$ cat config.mk
export PLATFORM = sky130hd
export DESIGN_NAME = mem_arbiter
export DESIGN_NICKNAME = d
export VERILOG_FILES = /design/src/rtl/mem_arb_pkg.sv /design/src/rtl/mem_arbiter_rr_pick2.sv /design/src/rtl/mem_arbiter.sv
export SDC_FILE = /design/constraint.sdc
export NUM_CORES = 1
export LEC_CHECK = 0
export ABC_AREA = 1
export BUFFER_PORTS_ARGS = -buffer_cell sky130_fd_sc_hd__buf_2
export CAP_MARGIN = 10
export CORE_ASPECT_RATIO = 0.9
export CORE_MARGIN = 10
export CORE_UTILIZATION = 35
export CTS_CLUSTER_SIZE = 25
export DETAILED_ROUTE_END_ITERATION = 7
export PLACE_DENSITY = 0.73
export SLEW_MARGIN = 0
export SYNTH_ARGS = -nofsm -noshare
export SYNTH_HDL_FRONTEND = slang
export SYNTH_SLANG_ARGS = --single-unit
$ cat constraint.sdc
create_clock -name clk -period 2.8 [get_ports clk]
set_input_delay 0.42 -clock clk [delete_from_list [all_inputs] [get_ports clk]]
set_output_delay 0.42 -clock clk [all_outputs]
set_load 0.01 [all_outputs]
$ cat src/rtl/mem_arb_pkg.sv
// Shared types and constants for the two-master Ram arbiter.
package mem_arb_pkg;

  localparam int AW_DEFAULT = 4;
  localparam int DW_DEFAULT = 8;

  localparam logic M0 = 1'b0;
  localparam logic M1 = 1'b1;

  typedef enum logic {
    IDLE = 1'b0,
    BUSY = 1'b1
  } arb_state_e;

endpackage

$ cat src/rtl/mem_arbiter_rr_pick2.sv
// Combinational two-way round-robin picker: a lone requester wins, a tie goes
// to the master that did not win last.
module rr_pick2
  import mem_arb_pkg::*;
(
  input  logic [1:0] req,
  input  logic       last,
  output logic       valid,
  output logic       winner
);

  always_comb begin
    valid  = |req;
    winner = M0;
    case (req)
      2'b01:   winner = M0;
      2'b10:   winner = M1;
      2'b11:   winner = ~last;
      default: winner = M0;
    endcase
  end

endmodule

$ cat src/rtl/mem_arbiter.sv
// Round-robin arbiter sharing one Ram between two masters; one access per
// IDLE/BUSY pair, all Ram-facing and master-facing outputs come from flops.
module mem_arbiter
  import mem_arb_pkg::*;
#(
  parameter int AW = AW_DEFAULT,
  parameter int DW = DW_DEFAULT
) (
  input  logic          clk,
  input  logic          rst,
  input  logic          m0_req,
  input  logic          m0_we,
  input  logic [AW-1:0] m0_addr,
  input  logic [DW-1:0] m0_wdata,
  output logic          m0_gnt,
  output logic          m0_rvalid,
  output logic [DW-1:0] m0_rdata,
  input  logic          m1_req,
  input  logic          m1_we,
  input  logic [AW-1:0] m1_addr,
  input  logic [DW-1:0] m1_wdata,
  output logic          m1_gnt,
  output logic          m1_rvalid,
  output logic [DW-1:0] m1_rdata,
  output logic [AW-1:0] r_addr,
  output logic          r_enable,
  input  logic [DW-1:0] r_data,
  output logic [AW-1:0] w_addr,
  output logic [DW-1:0] w_data,
  output logic          w_enable
);

  logic [1:0]    req_vec;
  logic [1:0]    we_vec;
  logic [AW-1:0] addr_vec  [2];
  logic [DW-1:0] wdata_vec [2];

  assign req_vec       = {m1_req, m0_req};
  assign we_vec        = {m1_we, m0_we};
  assign addr_vec[0]   = m0_addr;
  assign addr_vec[1]   = m1_addr;
  assign wdata_vec[0]  = m0_wdata;
  assign wdata_vec[1]  = m1_wdata;

  arb_state_e    state_q, state_d;
  logic          last_q, last_d;
  logic          cur_q, cur_d;
  logic [1:0]    gnt_q, gnt_d;
  logic [1:0]    rvalid_q, rvalid_d;
  logic [DW-1:0] rdata_q [2];
  logic [DW-1:0] rdata_d [2];
  logic [AW-1:0] r_addr_q, r_addr_d;
  logic          r_en_q, r_en_d;
  logic [AW-1:0] w_addr_q, w_addr_d;
  logic [DW-1:0] w_data_q, w_data_d;
  logic          w_en_q, w_en_d;

  logic          pick_valid;
  logic          pick_winner;

  rr_pick2 u_pick (
    .req    (req_vec),
    .last   (last_q),
    .valid  (pick_valid),
    .winner (pick_winner)
  );

  always_comb begin
    state_d  = state_q;
    last_d   = last_q;
    cur_d    = cur_q;
    gnt_d    = '0;
    rvalid_d = '0;
    rdata_d  = rdata_q;
    r_addr_d = r_addr_q;
    r_en_d   = 1'b0;
    w_addr_d = w_addr_q;
    w_data_d = w_data_q;
    w_en_d   = 1'b0;

    case (state_q)
      IDLE: begin
        if (pick_valid) begin
          state_d             = BUSY;
          cur_d               = pick_winner;
          last_d              = pick_winner;
          gnt_d[pick_winner]  = 1'b1;
          // Only the port being used is reloaded; the other keeps its last values.
          if (we_vec[pick_winner]) begin
            w_en_d   = 1'b1;
            w_addr_d = addr_vec[pick_winner];
            w_data_d = wdata_vec[pick_winner];
          end else begin
            r_en_d   = 1'b1;
            r_addr_d = addr_vec[pick_winner];
          end
        end
      end
      BUSY: begin
        state_d = IDLE;
        if (r_en_q) begin
          rdata_d[cur_q]  = r_data;
          rvalid_d[cur_q] = 1'b1;
        end
      end
      default: state_d = IDLE;
    endcase
  end

  always_ff @(posedge clk or negedge rst) begin
    if (!rst) begin
      state_q    <= IDLE;
      last_q     <= M1;
      cur_q      <= M0;
      gnt_q      <= '0;
      rvalid_q   <= '0;
      rdata_q[0] <= '0;
      rdata_q[1] <= '0;
      r_addr_q   <= '0;
      r_en_q     <= 1'b0;
      w_addr_q   <= '0;
      w_data_q   <= '0;
      w_en_q     <= 1'b0;
    end else begin
      state_q    <= state_d;
      last_q     <= last_d;
      cur_q      <= cur_d;
      gnt_q      <= gnt_d;
      rvalid_q   <= rvalid_d;
      rdata_q[0] <= rdata_d[0];
      rdata_q[1] <= rdata_d[1];
      r_addr_q   <= r_addr_d;
      r_en_q     <= r_en_d;
      w_addr_q   <= w_addr_d;
      w_data_q   <= w_data_d;
      w_en_q     <= w_en_d;
    end
  end

  assign m0_gnt    = gnt_q[M0];
  assign m1_gnt    = gnt_q[M1];
  assign m0_rvalid = rvalid_q[M0];
  assign m1_rvalid = rvalid_q[M1];
  assign m0_rdata  = rdata_q[0];
  assign m1_rdata  = rdata_q[1];
  assign r_addr    = r_addr_q;
  assign r_enable  = r_en_q;
  assign w_addr    = w_addr_q;
  assign w_data    = w_data_q;
  assign w_enable  = w_en_q;

endmodule

==> flow_summary.ini, run 1 <==
[global_routing]
grt_antenna_before_repair = 1
grt_max_degree = 42
grt_pass1_vias = 1543
grt_first_pass_wirelength_um = 7465
grt.total_usage = 0.1144
overflow = 0

[timing]
fmax_mhz = 616.0
setup_viol = 0
drv_slew = 0
hold_viol_final = 0
finClkSkew_ns = 0.007993
rsz0062_at_grt = false
period_share = 0.5797
period_minus_slack_ns = 1.623
setup_tns_ns = 0
relSlewSlack = 0.3983
worstMarginPinSlew_ns = 0.9025

[place]
dp_cells = 334
portBuffers = 75
place.gp.congestion = 0.8022
placed_cell_area_um2 = 2155
hpwl_um = 3671

[clocking]
clock-sinks = 41
cts_tree = done
cts_setup_buffers = 0
post_cts_resized = 0
numCtsBuffers = 5
root_buffer = clkbuf_8
htree_levels = 2
insertion_delay_ns = 0.29
clk_pin_slew_worst_paths_ns = 0.08
cts_buffer_depth = 2
cts_hold_buffers = 0

[finish]
fillers = 499
seq_area_um2 = 1027
multi_input_area_um2 = 603.1
fin_cells = 342
drive_gt1_frac = 0.3285
area_growth_pct = 28.45
final_area_um2 = 2271
antenna_cells = 0
fin_nets = 314

[worst_setup_path]
slowest_stage = dfstp_2
cp.required_ns = 3.02
crit_fanout = 15
endpoint_kind = flip-flop
cp_slowest_stage_delay_ns = 0.54
critPathArrivalTime_ns = 1.84
cpMostUsedCell = nand2_2
crit_chain = nand2_2, nand2_2, nand2_1, nand2_2, nand3_1, nand2_1
critPathLaunchType = flip-flop
critPathKind = reg -> reg

[synth]
synth_cell_types = 14
synth-edff-count = 0
synth.most_common_cell = nand2_1
yosys-top-cells-area = dfrtp_1 (57%), nand2_1 (17%), nand3_1 (8.8%)
yosys.area.top_type = dfrtp_1
syn_nets = 242
ys.flop_type = dfrtp_1
synth_cells = 204
synth_warnings = 0
yosysTopAreaCellShare = 0.5662
seq_area_frac_synth = 0.5810
synthTopCellsByCount = nand2_1 (78), dfrtp_1 (40), nand3_1 (31), inv_1 (18), o21ai_0 (17)
avgSynthCellArea_um2 = 8.666
synth-seq-cells = 41
netlist_area_um2 = 1768
synthArstFlopShare = 1.000

[floorplanning]
io_pins = 76
rows = 24
initial_core_util = 0.3634
die_h_um = 87.43
dieArea_um2 = 8298
core_area_um2 = 4865
fp.dieW_um = 94.92

[drt]
viasPerCell = 4.494
dr.pass1.iters = 5
wl_per_cell_um = 14.10
drcViolationCount = 0
drt_wl_total_um = 4823
dr_total_vias = 1537
wl_met3_um = 270
m1WireLength_um = 1840
top_layer = met5
dr_wl_met2_um = 2624
drt_iter0_markers = 72
final_antenna_net_count = 0

[flow_run]
maxCapViolCount = 0

[pwr]
irDropWorstVdd_uv = 322.8
p_leak_nw = 1.359
power-per-cell-area_nw_per_um2 = 857.0
finalPower_w = 0.001946

[outcome]
status = finished clean

[min_path]
hold_class = in -> async
-- per-layer routing --
layer	global-route usage	vias up
met5	0	-
met3	0.03534	9
met1	0.1216	712
li1	-	784
met2	0.2089	30
met4	0.03804	2
-- power breakdown --
group	internal (W)	total, W	switching, W	leakage [nW]
combinational	0.000233	0.000584	0.000351	0.788
clock	0.000291	0.000483	0.000192	0.0585
sequential	0.000781	0.000880	0.0000984	0.512
total	0.00130	0.00195	0.000641	1.36
-- worst max-delay path, delay by kind of cell (launching register included) --
family | cells | cell delay [ns]
flip-flops | 1 | 0.54
AND/OR/NAND/NOR | 6 | 1.03
-- kinds of logic after synthesis --
logic type | Yosys count | share of synthesized area
flops | 41 | 0.5810
compound gates | 17 | 0.04812
simple gates | 118 | 0.2930
buf+inv | 28 | 0.07784
-- registers in the layout, indices dropped and copies added (netlist names) --
signal / flops
w_enable: 1
state_q: 1
last_q: 1
r_addr: 4
w_addr: 4
r_enable: 1
rvalid_q: 2
w_data: 8
m1_rdata: 8
m0_rdata: 8
cur_q: 1
gnt_q: 2
-- layout make-up --
class / count / area share
Multi-Input combinational cell: 135 / 0.2656
Clock buffer: 7 / 0.03802
Tap cell: 65 / 0.03581
Sequential cell: 41 / 0.4523
Clock inverter: 1 / 0.01322
Inverter: 18 / 0.02975
Timing Repair Buffer: 75 / 0.1653
-- final timing paths --
path / start / endpoint / slack [ns] / depth (start not counted)
setup reg to reg: last_q / w_addr[2] / 1.18 / 6
setup / recovery: last_q / w_addr[2] / 1.18 / 6
hold reg to reg: last_q / last_q / 0.47 / 2
min in group clk: r_data[7] / m0_rdata[7] / 0.40 / 3
max in group asynchronous: rst / w_addr[0] / 1.97 / 1
hold / removal: rst / r_addr[3] / 0.26 / 1
-- layout by cell type, fill, tap and decap left out --
| cell | instances |
|---|---|
| clkbuf_1 | 1 |
| nand3_2 | 3 |
| bufinv_16 | 1 |
| dfstp_2 | 1 |
| clkbuf_8 | 6 |
| dfrtp_1 | 40 |
| nand3_1 | 31 |
| buf_2 | 75 |
| nand2_2 | 3 |
| inv_1 | 18 |
| nand2_1 | 78 |
| nor2_4 | 1 |
| o21ai_0 | 17 |
| nor2_1 | 1 |
| nor2_2 | 1 |
-- metrics by stage --
step	setup slack, ns	util	hold WS (ns)
floorplan	1.620	-	0.1244
global placement	1.033	0.4429	0.4596
detailed placement	0.9622	0.4429	0.4633
CTS	1.171	0.4668	0.3041
finish	1.177	0.4668	0.2566
global route	1.031	0.4668	0.3333
Note: power is estimated with default switching activity, not from simulation.
==> inputs of run 2 (changes only) <==
--- a/config.mk
+++ b/config.mk
@@ -5,7 +5,7 @@
 export SDC_FILE = /design/constraint.sdc
 export NUM_CORES = 1
 export LEC_CHECK = 0
-export ABC_AREA = 1
+export ABC_AREA = 0
 export BUFFER_PORTS_ARGS = -buffer_cell sky130_fd_sc_hd__buf_2
 export CAP_MARGIN = 10
 export CORE_ASPECT_RATIO = 0.9
==> constraint.sdc (replaced) <==
create_clock -name clk -period 1.6 [get_ports clk]
set_input_delay 0.24 -clock clk [delete_from_list [all_inputs] [get_ports clk]]
set_output_delay 0.24 -clock clk [all_outputs]
set_load 0.01 [all_outputs]
==> flow_summary.ini, run 2 <==
[synth]
synth-seq-cells = 41
synthTopCellsByCount = dfrtp_1 (40), mux2_2 (22), mux2_4 (19), nor2_1 (5), inv_1 (4)
netlist_area_um2 = 1754
synthArstFlopShare = 1.000
seq_area_frac_synth = 0.5856
yosys-top-cells-area = dfrtp_1 (57%), mux2_4 (16%), mux2_2 (14%)
synth-edff-count = 0
synth_cell_types = 19
ys.flop_type = dfrtp_1
yosys.area.top_type = dfrtp_1
synth_cells = 110
syn_nets = 148
synth_warnings = 0
synth.most_common_cell = dfrtp_1
yosysTopAreaCellShare = 0.5706
avgSynthCellArea_um2 = 15.95

[worst_setup_path]
slowest_stage = dfstp_2
endpoint_kind = flip-flop
cp_slowest_stage_delay_ns = 0.56
critPathLaunchType = flip-flop
critPathArrivalTime_ns = 1.75
critPathKind = reg -> reg
crit_chain = a21bo_4, buf_12, mux2_4, mux2_2
crit_fanout = 6
cp.required_ns = 1.78

[pwr]
irDropWorstVdd_uv = 763.8
finalPower_w = 0.003863
power-per-cell-area_nw_per_um2 = 1584
p_leak_nw = 1.254

[finish]
final_area_um2 = 2439
fin_nets = 236
layout_commonest_cell = buf_2
final_cell_mix = buf_2 (75), dfrtp_1 (40), mux2_2 (22)
antenna_cells = 0
seq_area_um2 = 1027
area_growth_pct = 39.02
fillers = 433
utilization = 0.5044
drive_gt1_frac = 0.6884
multi_input_area_um2 = 686.9

[drt]
drt_iter0_markers = 16
drcViolationCount = 0
drt_wl_total_um = 4219
dr.pass1.iters = 2
wl_per_cell_um = 15.98
final_antenna_net_count = 0
viasPerCell = 4.572
dr_total_vias = 1207

[outcome]
status = finished clean

[clocking]
cts_buffer_depth = 2
clk_pin_slew_worst_paths_ns = 0.08
cts_tree = done
root_buffer = clkbuf_8
numCtsBuffers = 5
clock-sinks = 41
insertion_delay_ns = 0.29
htree_levels = 2

[global_routing]
grt.total_usage = 0.1041
grt_antenna_before_repair = 0
grt_max_degree = 25
grt_first_pass_wirelength_um = 6706
grt_pass1_vias = 1385
overflow = 0

[timing]
relSlewSlack = 0.7151
rsz0062_at_grt = true
drv_slew = 0
period_minus_slack_ns = 1.572
finClkSkew_ns = 0.003481
period_share = 0.9826
setup_viol = 0
hold_slack_ns = 0.1883
fmax_mhz = 636.1
worstMarginPinSlew_ns = 0.4274
hold_viol_final = 0

[floorplanning]
dieArea_um2 = 8248
rows = 24
die_h_um = 87.16
fp.dieW_um = 94.63
core_area_um2 = 4835
initial_core_util = 0.3628
io_pins = 76

[min_path]
hold_class = in -> reg

[place]
hpwl_um = 3232
place.gp.congestion = 0.7380
placed_cell_area_um2 = 2258
portBuffers = 75

[flow_run]
maxCapViolCount = 0
-- run 2: final timing paths --
path	from	to	slack, ns	cells past startpoint
min in group asynchronous	rst	m0_rdata[4]	0.40	2
max reg2reg	last_q	w_data[0]	0.03	4
min reg2reg	m0_rdata[0]	m0_rdata[0]	0.50	1
min	r_data[6]	m0_rdata[6]	0.19	2
max in group asynchronous	rst	last_q	0.64	3
max	last_q	w_data[0]	0.03	4
-- run 2: metrics by stage --
stage	setup WS (ns)	setup TNS, ns	std cells
final	0.02781	0	264
after global routing	-0.007463	-0.007463	264
after CTS	0.03621	0	264
after detailed placement	0.001689	0	252
after global placement	0.03432	0	252
after floorplan	0.09196	0	110
-- run 2: routing by layer --
| metal | wire (µm) | GRT usage | vias up |
|---|---|---|---|
| li1 | - | - | 564 |
| met1 | 1798 | 0.1156 | 573 |
| met2 | 1772 | 0.1552 | 65 |
| met3 | 626 | 0.07845 | 5 |
| met4 | 21 | 0.02446 | 0 |
| met5 | 0 | 0 | - |
-- run 2: cells by family after synthesis --
logic type      Yosys count  synth area share
mux                      44            0.3231
flops                    41            0.5856
simple gates             11           0.03210
compound gates            7           0.03496
buf+inv                   7           0.02424
-- run 2: repair_timing --
action                                  CTS  global route
resized for setup                         0             2
hold endpoints to repair                 17             0
pin swaps                                 1             0
hold buffers                              1             0
buffers inserted                          3             0
endpoints found under the setup margin    2             6
-- run 2: layout make-up --
class	instances	share of cell area
Inverter	4	0.006157
Sequential cell	41	0.4212
Tap cell	65	0.03335
Clock buffer	6	0.03386
Clock inverter	2	0.01539
Timing Repair Buffer	84	0.2083
Multi-Input combinational cell	62	0.2817
-- run 2: report_power, final --
group	leakage (nW)	internal, W	switching (W)
Clock	0.0574	0.000507	0.000350
Sequential	0.488	0.00144	0.000206
Combinational	0.709	0.000764	0.000595
-- run 2: critical path: cells and delay by family, from the launching register on --
family | cells | cell delay (ns)
AO/OA/AOI/OAI | 1 | 0.21
multiplexers | 2 | 0.55
buffers and inverters | 1 | 0.14
flip-flops | 1 | 0.56
